### src/rtl/fp_accum.sv
// fp_accum: sequential IEEE-754 single-precision accumulator.
// Takes one operand per handshake and runs it through an
// IDLE -> ALIGN -> ADD -> NORM sequence, one cycle per state.
// Each frame closes with the element flagged in_last; its sum is then
// published on sum_FP with a one-cycle sum_vld pulse.
// The optional macro FP_ACC_SAT_EN makes exponent overflow saturate to
// +/- max finite. Without it, overflow gives +/-Inf, and an Inf
// accumulator holds its value until the frame ends.
module fp_accum #(
  parameter int unsigned COUNT_W = 10
) (
  input  logic               clk,
  input  logic               rst,
  input  logic               clr,
  input  logic               in_vld,
  input  logic [31:0]        in_FP,
  input  logic               in_last,
  output logic               in_rdy,
  output logic               sum_vld,
  output logic [31:0]        sum_FP,
  output logic [COUNT_W-1:0] n_acc,
  output logic               ovf
);

  localparam logic [1:0] IDLE  = 2'd0;
  localparam logic [1:0] ALIGN = 2'd1;
  localparam logic [1:0] ADD   = 2'd2;
  localparam logic [1:0] NORM  = 2'd3;

  logic [1:0]  state;
  logic [31:0] acc;
  logic [31:0] op_q;
  logic        last_q;

  // Extended magnitudes: hidden bit, 23 fraction bits, guard, round, sticky.
  logic [26:0] big_q;
  logic [26:0] small_q;
  logic        big_sign_q;
  logic        small_sign_q;
  logic [7:0]  exp_q;

  logic [27:0] sum_mag;
  logic        sum_sign;

  // ALIGN stage combinational signals
  logic [7:0]  acc_exp;
  logic [7:0]  op_exp;
  logic [26:0] acc_ext;
  logic [26:0] op_ext;
  logic        acc_sign;
  logic        op_sign;
  logic [26:0] big_ext;
  logic [26:0] small_ext;
  logic        big_sign;
  logic        small_sign;
  logic [7:0]  big_exp;
  logic [7:0]  small_exp;
  logic [7:0]  exp_diff;
  logic [26:0] small_shr;
  logic [26:0] shr_mask;
  logic [26:0] small_aligned;

  // ADD stage combinational signals
  logic [27:0] sum_next;
  logic        sign_next;

  // NORM stage combinational signals
  logic [4:0]        lead;
  logic [4:0]        lz_shift;
  logic [26:0]       norm_shifted;
  logic signed [9:0] norm_exp;
  logic [22:0]       frac;
  logic [31:0]       result;
  logic              ovf_hit;

  // Value produced whenever the exponent overflows.
  function automatic logic [31:0] ovf_result(input logic sign);
`ifdef FP_ACC_SAT_EN
    return {sign, 8'hFE, 23'h7FFFFF};
`else
    return {sign, 8'hFF, 23'h000000};
`endif
  endfunction

  // Ready only while idle and not being cleared or reset.
  always_comb begin
    in_rdy = (state == IDLE) && !clr && !rst;
  end

  // Pick the larger-exponent operand and shift the other one right, keeping a sticky bit.
  always_comb begin
    acc_exp  = acc[30:23];
    op_exp   = op_q[30:23];
    acc_ext  = (acc_exp == 8'd0) ? '0 : {1'b1, acc[22:0], 3'b000};
    op_ext   = (op_exp == 8'd0) ? '0 : {1'b1, op_q[22:0], 3'b000};
    acc_sign = (acc_exp != 8'd0) && acc[31];
    op_sign  = (op_exp != 8'd0) && op_q[31];
    if (op_exp > acc_exp) begin
      big_ext    = op_ext;
      big_sign   = op_sign;
      big_exp    = op_exp;
      small_ext  = acc_ext;
      small_sign = acc_sign;
      small_exp  = acc_exp;
    end else begin
      big_ext    = acc_ext;
      big_sign   = acc_sign;
      big_exp    = acc_exp;
      small_ext  = op_ext;
      small_sign = op_sign;
      small_exp  = op_exp;
    end
    exp_diff  = big_exp - small_exp;
    small_shr = small_ext >> exp_diff;
    shr_mask  = ~({27{1'b1}} << exp_diff);
    if (exp_diff >= 8'd27) begin
      small_aligned = {26'd0, |small_ext};
    end else begin
      small_aligned = {small_shr[26:1], small_shr[0] | (|(small_ext & shr_mask))};
    end
  end

  // Signed-magnitude add or subtract of the aligned operands.
  always_comb begin
    if (big_sign_q == small_sign_q) begin
      sum_next  = {1'b0, big_q} + {1'b0, small_q};
      sign_next = big_sign_q;
    end else if (big_q >= small_q) begin
      sum_next  = {1'b0, big_q} - {1'b0, small_q};
      sign_next = big_sign_q;
    end else begin
      sum_next  = {1'b0, small_q} - {1'b0, big_q};
      sign_next = small_sign_q;
    end
  end

  // Find the leading one below the carry bit.
  always_comb begin
    lead = '0;
    for (int unsigned i = 0; i < 27; i++) begin
      if (sum_mag[i]) begin
        lead = 5'(i);
      end
    end
  end

  // Normalize, truncate, and apply the zero, underflow, overflow and Inf rules.
  always_comb begin
    lz_shift     = 5'd26 - lead;
    norm_shifted = sum_mag[26:0] << lz_shift;
    if (sum_mag[27]) begin
      norm_exp = $signed({2'b00, exp_q}) + 10'sd1;
      frac     = sum_mag[26:4];
    end else begin
      norm_exp = $signed({2'b00, exp_q}) - $signed({5'b00000, lz_shift});
      frac     = 23'(norm_shifted >> 3);
    end
    ovf_hit = 1'b0;
    result  = '0;
`ifndef FP_ACC_SAT_EN
    if (acc[30:23] == 8'hFF) begin
      result = acc;
    end else
`endif
    if (op_q[30:23] == 8'hFF) begin
      result  = ovf_result(op_q[31]);
      ovf_hit = 1'b1;
    end else if (sum_mag == 28'd0) begin
      result = '0;
    end else if (norm_exp >= 10'sd255) begin
      result  = ovf_result(sum_sign);
      ovf_hit = 1'b1;
    end else if (norm_exp <= 10'sd0) begin
      result = '0;
    end else begin
      result = {sum_sign, norm_exp[7:0], frac};
    end
  end

  // Pipeline registers for the operand and the intermediate align/add results.
  always_ff @(posedge clk) begin
    if (rst) begin
      op_q         <= '0;
      last_q       <= 1'b0;
      big_q        <= '0;
      small_q      <= '0;
      big_sign_q   <= 1'b0;
      small_sign_q <= 1'b0;
      exp_q        <= '0;
      sum_mag      <= '0;
      sum_sign     <= 1'b0;
    end else begin
      if (in_vld && in_rdy) begin
        op_q   <= in_FP;
        last_q <= in_last;
      end
      if (state == ALIGN) begin
        big_q        <= big_ext;
        small_q      <= small_aligned;
        big_sign_q   <= big_sign;
        small_sign_q <= small_sign;
        exp_q        <= big_exp;
      end
      if (state == ADD) begin
        sum_mag  <= sum_next;
        sum_sign <= sign_next;
      end
    end
  end

  // Sequencing, accumulator, counter, overflow flag and frame output.
  always_ff @(posedge clk) begin
    if (rst) begin
      state   <= IDLE;
      acc     <= '0;
      n_acc   <= '0;
      ovf     <= 1'b0;
      sum_FP  <= '0;
      sum_vld <= 1'b0;
    end else if (clr) begin
      state   <= IDLE;
      acc     <= '0;
      n_acc   <= '0;
      ovf     <= 1'b0;
      sum_vld <= 1'b0;
    end else begin
      sum_vld <= 1'b0;
      case (state)
        IDLE: begin
          if (in_vld && in_rdy) begin
            state <= ALIGN;
          end
        end
        ALIGN: begin
          state <= ADD;
        end
        ADD: begin
          // The counter steps as NORM is entered, so it already includes this element during NORM.
          if (n_acc != '1) begin
            n_acc <= n_acc + 1'b1;
          end
          state <= NORM;
        end
        default: begin
          if (ovf_hit) begin
            ovf <= 1'b1;
          end
          if (last_q) begin
            sum_FP  <= result;
            sum_vld <= 1'b1;
            acc     <= '0;
            n_acc   <= '0;
          end else begin
            acc <= result;
          end
          state <= IDLE;
        end
      endcase
    end
  end

endmodule
### config.mk
export PLATFORM = sky130hd
export DESIGN_NAME = fp_accum
export DESIGN_NICKNAME = d
export VERILOG_FILES = /design/src/rtl/fp_accum.sv
export SDC_FILE = /design/constraint.sdc
export NUM_CORES = 1
export LEC_CHECK = 0
export ABC_AREA = 1
export BUFFER_PORTS_ARGS = -buffer_cell sky130_fd_sc_hd__buf_2
export CORE_UTILIZATION = 45
export CTS_BUF_LIST = sky130_fd_sc_hd__clkbuf_8
export DETAILED_ROUTE_END_ITERATION = 8
export PLACE_DENSITY = 0.65
export RECOVER_POWER = 25
export SLEW_MARGIN = 20
export SYNTH_ARGS = -nofsm -noshare
export SYNTH_HDL_FRONTEND = slang
export SYNTH_SLANG_ARGS = --single-unit
### constraint.sdc
create_clock -name clk -period 5.2 [get_ports clk]
set_clock_uncertainty 0.05 [all_clocks]
set_input_delay 0.26 -clock clk [delete_from_list [all_inputs] [get_ports clk]]
set_output_delay 0.26 -clock clk [all_outputs]
set_load 0.05 [all_outputs]
==> flow_metrics.env <==
export IMPL_status="complete, but fails checks"
export IMPL_grt_total_usage=0.334
export IMPL_period_needed_ns=4.69
export IMPL_timing_fmax_ghz=0.213
export IMPL_required_ns=5.59
export IMPL_drtIter0Drc=1825
export IMPL_placed_area_mm2=0.0168
export IMPL_p_leak_nw=8.24
export IMPL_syn_area_per_cell_um2=6.08
export IMPL_endpoint_kind="flip-flop"
export IMPL_ant_nets=0
export IMPL_setup_tns_ns=0
export IMPL_vias=18150
export IMPL_r2r_start="acc[24]"
export IMPL_violations="max-capacitance violations, max-slew violations"
export IMPL_ys_seq_area_frac=0.251
export IMPL_drive_above_1_share=0.0685
export IMPL_reg2reg_setup_slack_ns=0.51
export IMPL_htreeDepth=2
export IMPL_wire_per_inst_um=19.4
export IMPL_cts_tree="yes"
export IMPL_drc=0
export IMPL_grt_pass1_vias=16255
export IMPL_endpoint="small_q[0]"
export IMPL_stdcell_area_mm2=0.0180
export IMPL_fp_coreArea_mm2=0.0348
export IMPL_fp_dieArea_mm2=0.0364
export IMPL_synth_net_count=2768
export IMPL_synth_edf_count=0
export IMPL_vias_per_cell=5.70
export IMPL_slew_headroom=-0.758
export IMPL_setup_viol=0
export IMPL_row_count=68
export IMPL_netlist_instances=2637
export IMPL_antenna_found_initial=0
export IMPL_rsz0062_at_grt="true"
export IMPL_grt_overflow_total=0
export IMPL_clk_pin_slew_worst_paths_ns=0.06
export IMPL_cts_root_buf="clkbuf_8"
export IMPL_p_per_area_mw_per_mm2=376
export IMPL_crit_path_frequent_cell="nand2_1"
export IMPL_synth_flop_cell="dfxtp_1"
export IMPL_hold_class="input pin to flip-flop"
export IMPL_cp_max_fo=10
export IMPL_fin_nets=2834
export IMPL_fp_dieH_um=191
export IMPL_die_w_um=191
export IMPL_async_flop_share=0
export IMPL_cts_buffer_depth=3
export IMPL_gp_congestion=0.982
export IMPL_wl_um=61900
export IMPL_ys_ff_latch=201
export IMPL_dp_hpwl_um=47700
export IMPL_nFillCells=3755
export IMPL_initial_core_util=0.461
export IMPL_post_route_period_util=0.903
export IMPL_critical_path_class="flip-flop to flip-flop"
export IMPL_slowest_delay_ns=0.38
export IMPL_syn_area_mm2=0.0160
export IMPL_grt_pass1_wl_um=93900
export IMPL_worstPathArrival_ns=5.09
export IMPL_clock_sinks=201
export IMPL_rr_worst_depth=33
export IMPL_tightest_slew_ns=2.64
export IMPL_clock_latency_ns=0.60
export IMPL_numCtsBuffers=39
export IMPL_peakVddDrop_uv=210
export IMPL_grt_max_degree=78
export IMPL_diodes=0
export IMPL_fin_util=0.516
export IMPL_r2r_end="small_q[0]"
export IMPL_cp_slowest_cell="dfxtp_1"
export IMPL_startpoint_type="flip-flop"
export IMPL_firstDrtPassIters=8
export IMPL_cap_violations=1
export IMPL_io_buffers=81
export IMPL_startpoint="acc[24]"
export IMPL_syn_to_final_growth_pct=12.0
export IMPL_yosysUniqueCellTypes=65
export IMPL_io_pins=82
export IMPL_hold_viol=0
export IMPL_drv_slew=67
export IMPL_yosysWarnings=0
[flip-flops by register name, indices dropped and copies added, names as in the netlist]
signal and cells:
state 2, big_sign_q 1, sum_vld 1, n_acc 10
op_q 32, ovf 1, acc 32, sum_FP 32
last_q 1, small_sign_q 1, exp_q 8, big_q 24
sum_sign 1, small_q 27, sum_mag 28
[worst max-delay path: cells and delay by family (launching register included)]
family / cells / cell delay [ns]
xor+xnor: 1 / 0.19
fa+ha+maj: 2 / 0.55
compound gates: 10 / 1.21
flops: 1 / 0.38
buf+inv: 4 / 0.54
simple gates: 16 / 1.60
[stage by stage]
step / setup WS, ns / power (mW) / std cells / hold slack, ns
after floorplan: 0.575 / 4.00 / 2637 / 0.378
after global placement: 0.338 / 5.05 / 3079 / 0.399
after detailed placement: 0.409 / 5.02 / 3079 / 0.404
after CTS: 0.382 / 6.66 / 3181 / 0.0511
after global routing: -0.0222 / 7.17 / 3185 / 0.0806
final: 0.506 / 6.75 / 3185 / 0.0827
[synth_stat cells (all sizes together), types with 2 or more instances]
master    n  share of area
a22oi     2        0.00094
clkinv    7         0.0016
o21ai   299          0.093
nor4     10         0.0047
a211oi    7         0.0033
o21a     13         0.0061
o31ai     2         0.0012
fa        3         0.0037
a21o      2        0.00094
a21oi   273          0.085
xor2     31          0.018
mux2i     7         0.0044
a221o     5         0.0031
o311ai    5         0.0027
ha       91          0.071
and2      3         0.0012
a31oi    18         0.0070
nor3     24         0.0081
o221ai    7         0.0038
nand3   144          0.045
dfxtp   201           0.25
clkbuf  114          0.027
a21boi    4         0.0021
xnor2     2         0.0011
o21bai    5         0.0023
o22ai    25         0.0098
nand4     7         0.0027
nor3b     3         0.0014
buf      29          0.010
nand2   648           0.15
a221oi   27          0.015
or2       5         0.0020
inv     347          0.081
o211ai   36          0.017
nor2    221          0.053
[area by class of cell]
class,instances,area (um2),area share
Timing Repair Buffer,168,1100,0.0613
Timing Repair inverter,1,7.51,0.000418
Multi-Input combinational cell,1938,10100,0.565
Sequential cell,201,4030,0.224
Clock inverter,24,175,0.00976
Inverter,354,1340,0.0744
Tap cell,455,569,0.0317
Clock buffer,44,606,0.0337
[cells by family (layout without fill, tap and decap cells)]
kind of cell               after synthesis  in the layout  synth area share
buffers and inverters                  498            591             0.121
and+or+nand+nor                       1067           1067             0.272
muxes                                    7              7           0.00437
xor gates and xnor gates                33             33            0.0192
AOI/OAI and AO/OA                      737            737             0.258
DFF                                    201            201             0.251
adders and majority gates               94             94            0.0748
[routing by layer]
| layer | wire [um] | part of all wire | global-route usage |
|---|---|---|---|
| met4 | 2130 | 0.034 | 0.123 |
| met2 | 27700 | 0.45 | 0.523 |
| met3 | 4110 | 0.066 | 0.0390 |
| met5 | 0 | 0 | 0 |
| met1 | 27900 | 0.45 | 0.466 |
[report_power, final]
part / leakage [nW] / internal (mW) / switching, mW
Clock: 0.460 / 0.884 / 0.743
Combinational: 6.16 / 1.04 / 2.44
Sequential: 1.63 / 1.59 / 0.0489
[repair_timing]
item,in CTS,in global routing
setup buffers,0,3
resized for setup,0,11
hold buffers,34,0
endpoints found under the setup margin,0,36
hold endpoints to repair,34,0
[cell usage in the layout, fill, tap and decap left out, types with 4 or more instances in the layout]
| cell | n |
|---|---|
| nand2_2 | 6 |
| nand3_1 | 143 |
| a31oi_1 | 18 |
| o21ai_0 | 271 |
| a221o_1 | 5 |
| mux2i_1 | 7 |
| ha_1 | 89 |
| nand2_1 | 640 |
| o311ai_0 | 4 |
| o211ai_1 | 34 |
| inv_2 | 6 |
| o21a_1 | 13 |
| clkbuf_1 | 45 |
| nor3_1 | 20 |
| o221ai_1 | 7 |
| nand4_1 | 7 |
| dfxtp_1 | 200 |
| a21oi_1 | 272 |
| inv_1 | 355 |
| nor3_2 | 4 |
| clkinv_1 | 6 |
| nor2_1 | 216 |
| xor2_1 | 28 |
| clkinv_2 | 4 |
| o21ai_1 | 28 |
| o22ai_1 | 25 |
| o21bai_1 | 5 |
| or2_2 | 4 |
| dlygate4sd3_1 | 34 |
| a211oi_1 | 7 |
| buf_2 | 36 |
| a221oi_1 | 27 |
| buf_4 | 52 |
| clkbuf_8 | 44 |
| nor4_1 | 8 |
[worst min-delay path by stage]
stage	slack (ns)	to	startpoint	cells after the start
global route	0.08	exp_q[6]	rst	2
detailed placement	0.40	ovf	ovf	2
global placement	0.40	ovf	ovf	2
finish	0.08	exp_q[6]	rst	2
CTS	0.05	exp_q[7]	rst	2
floorplan	0.38	op_q[30]	in_FP[30]	2
No activity file was read; power rests on OpenSTA's default activity.
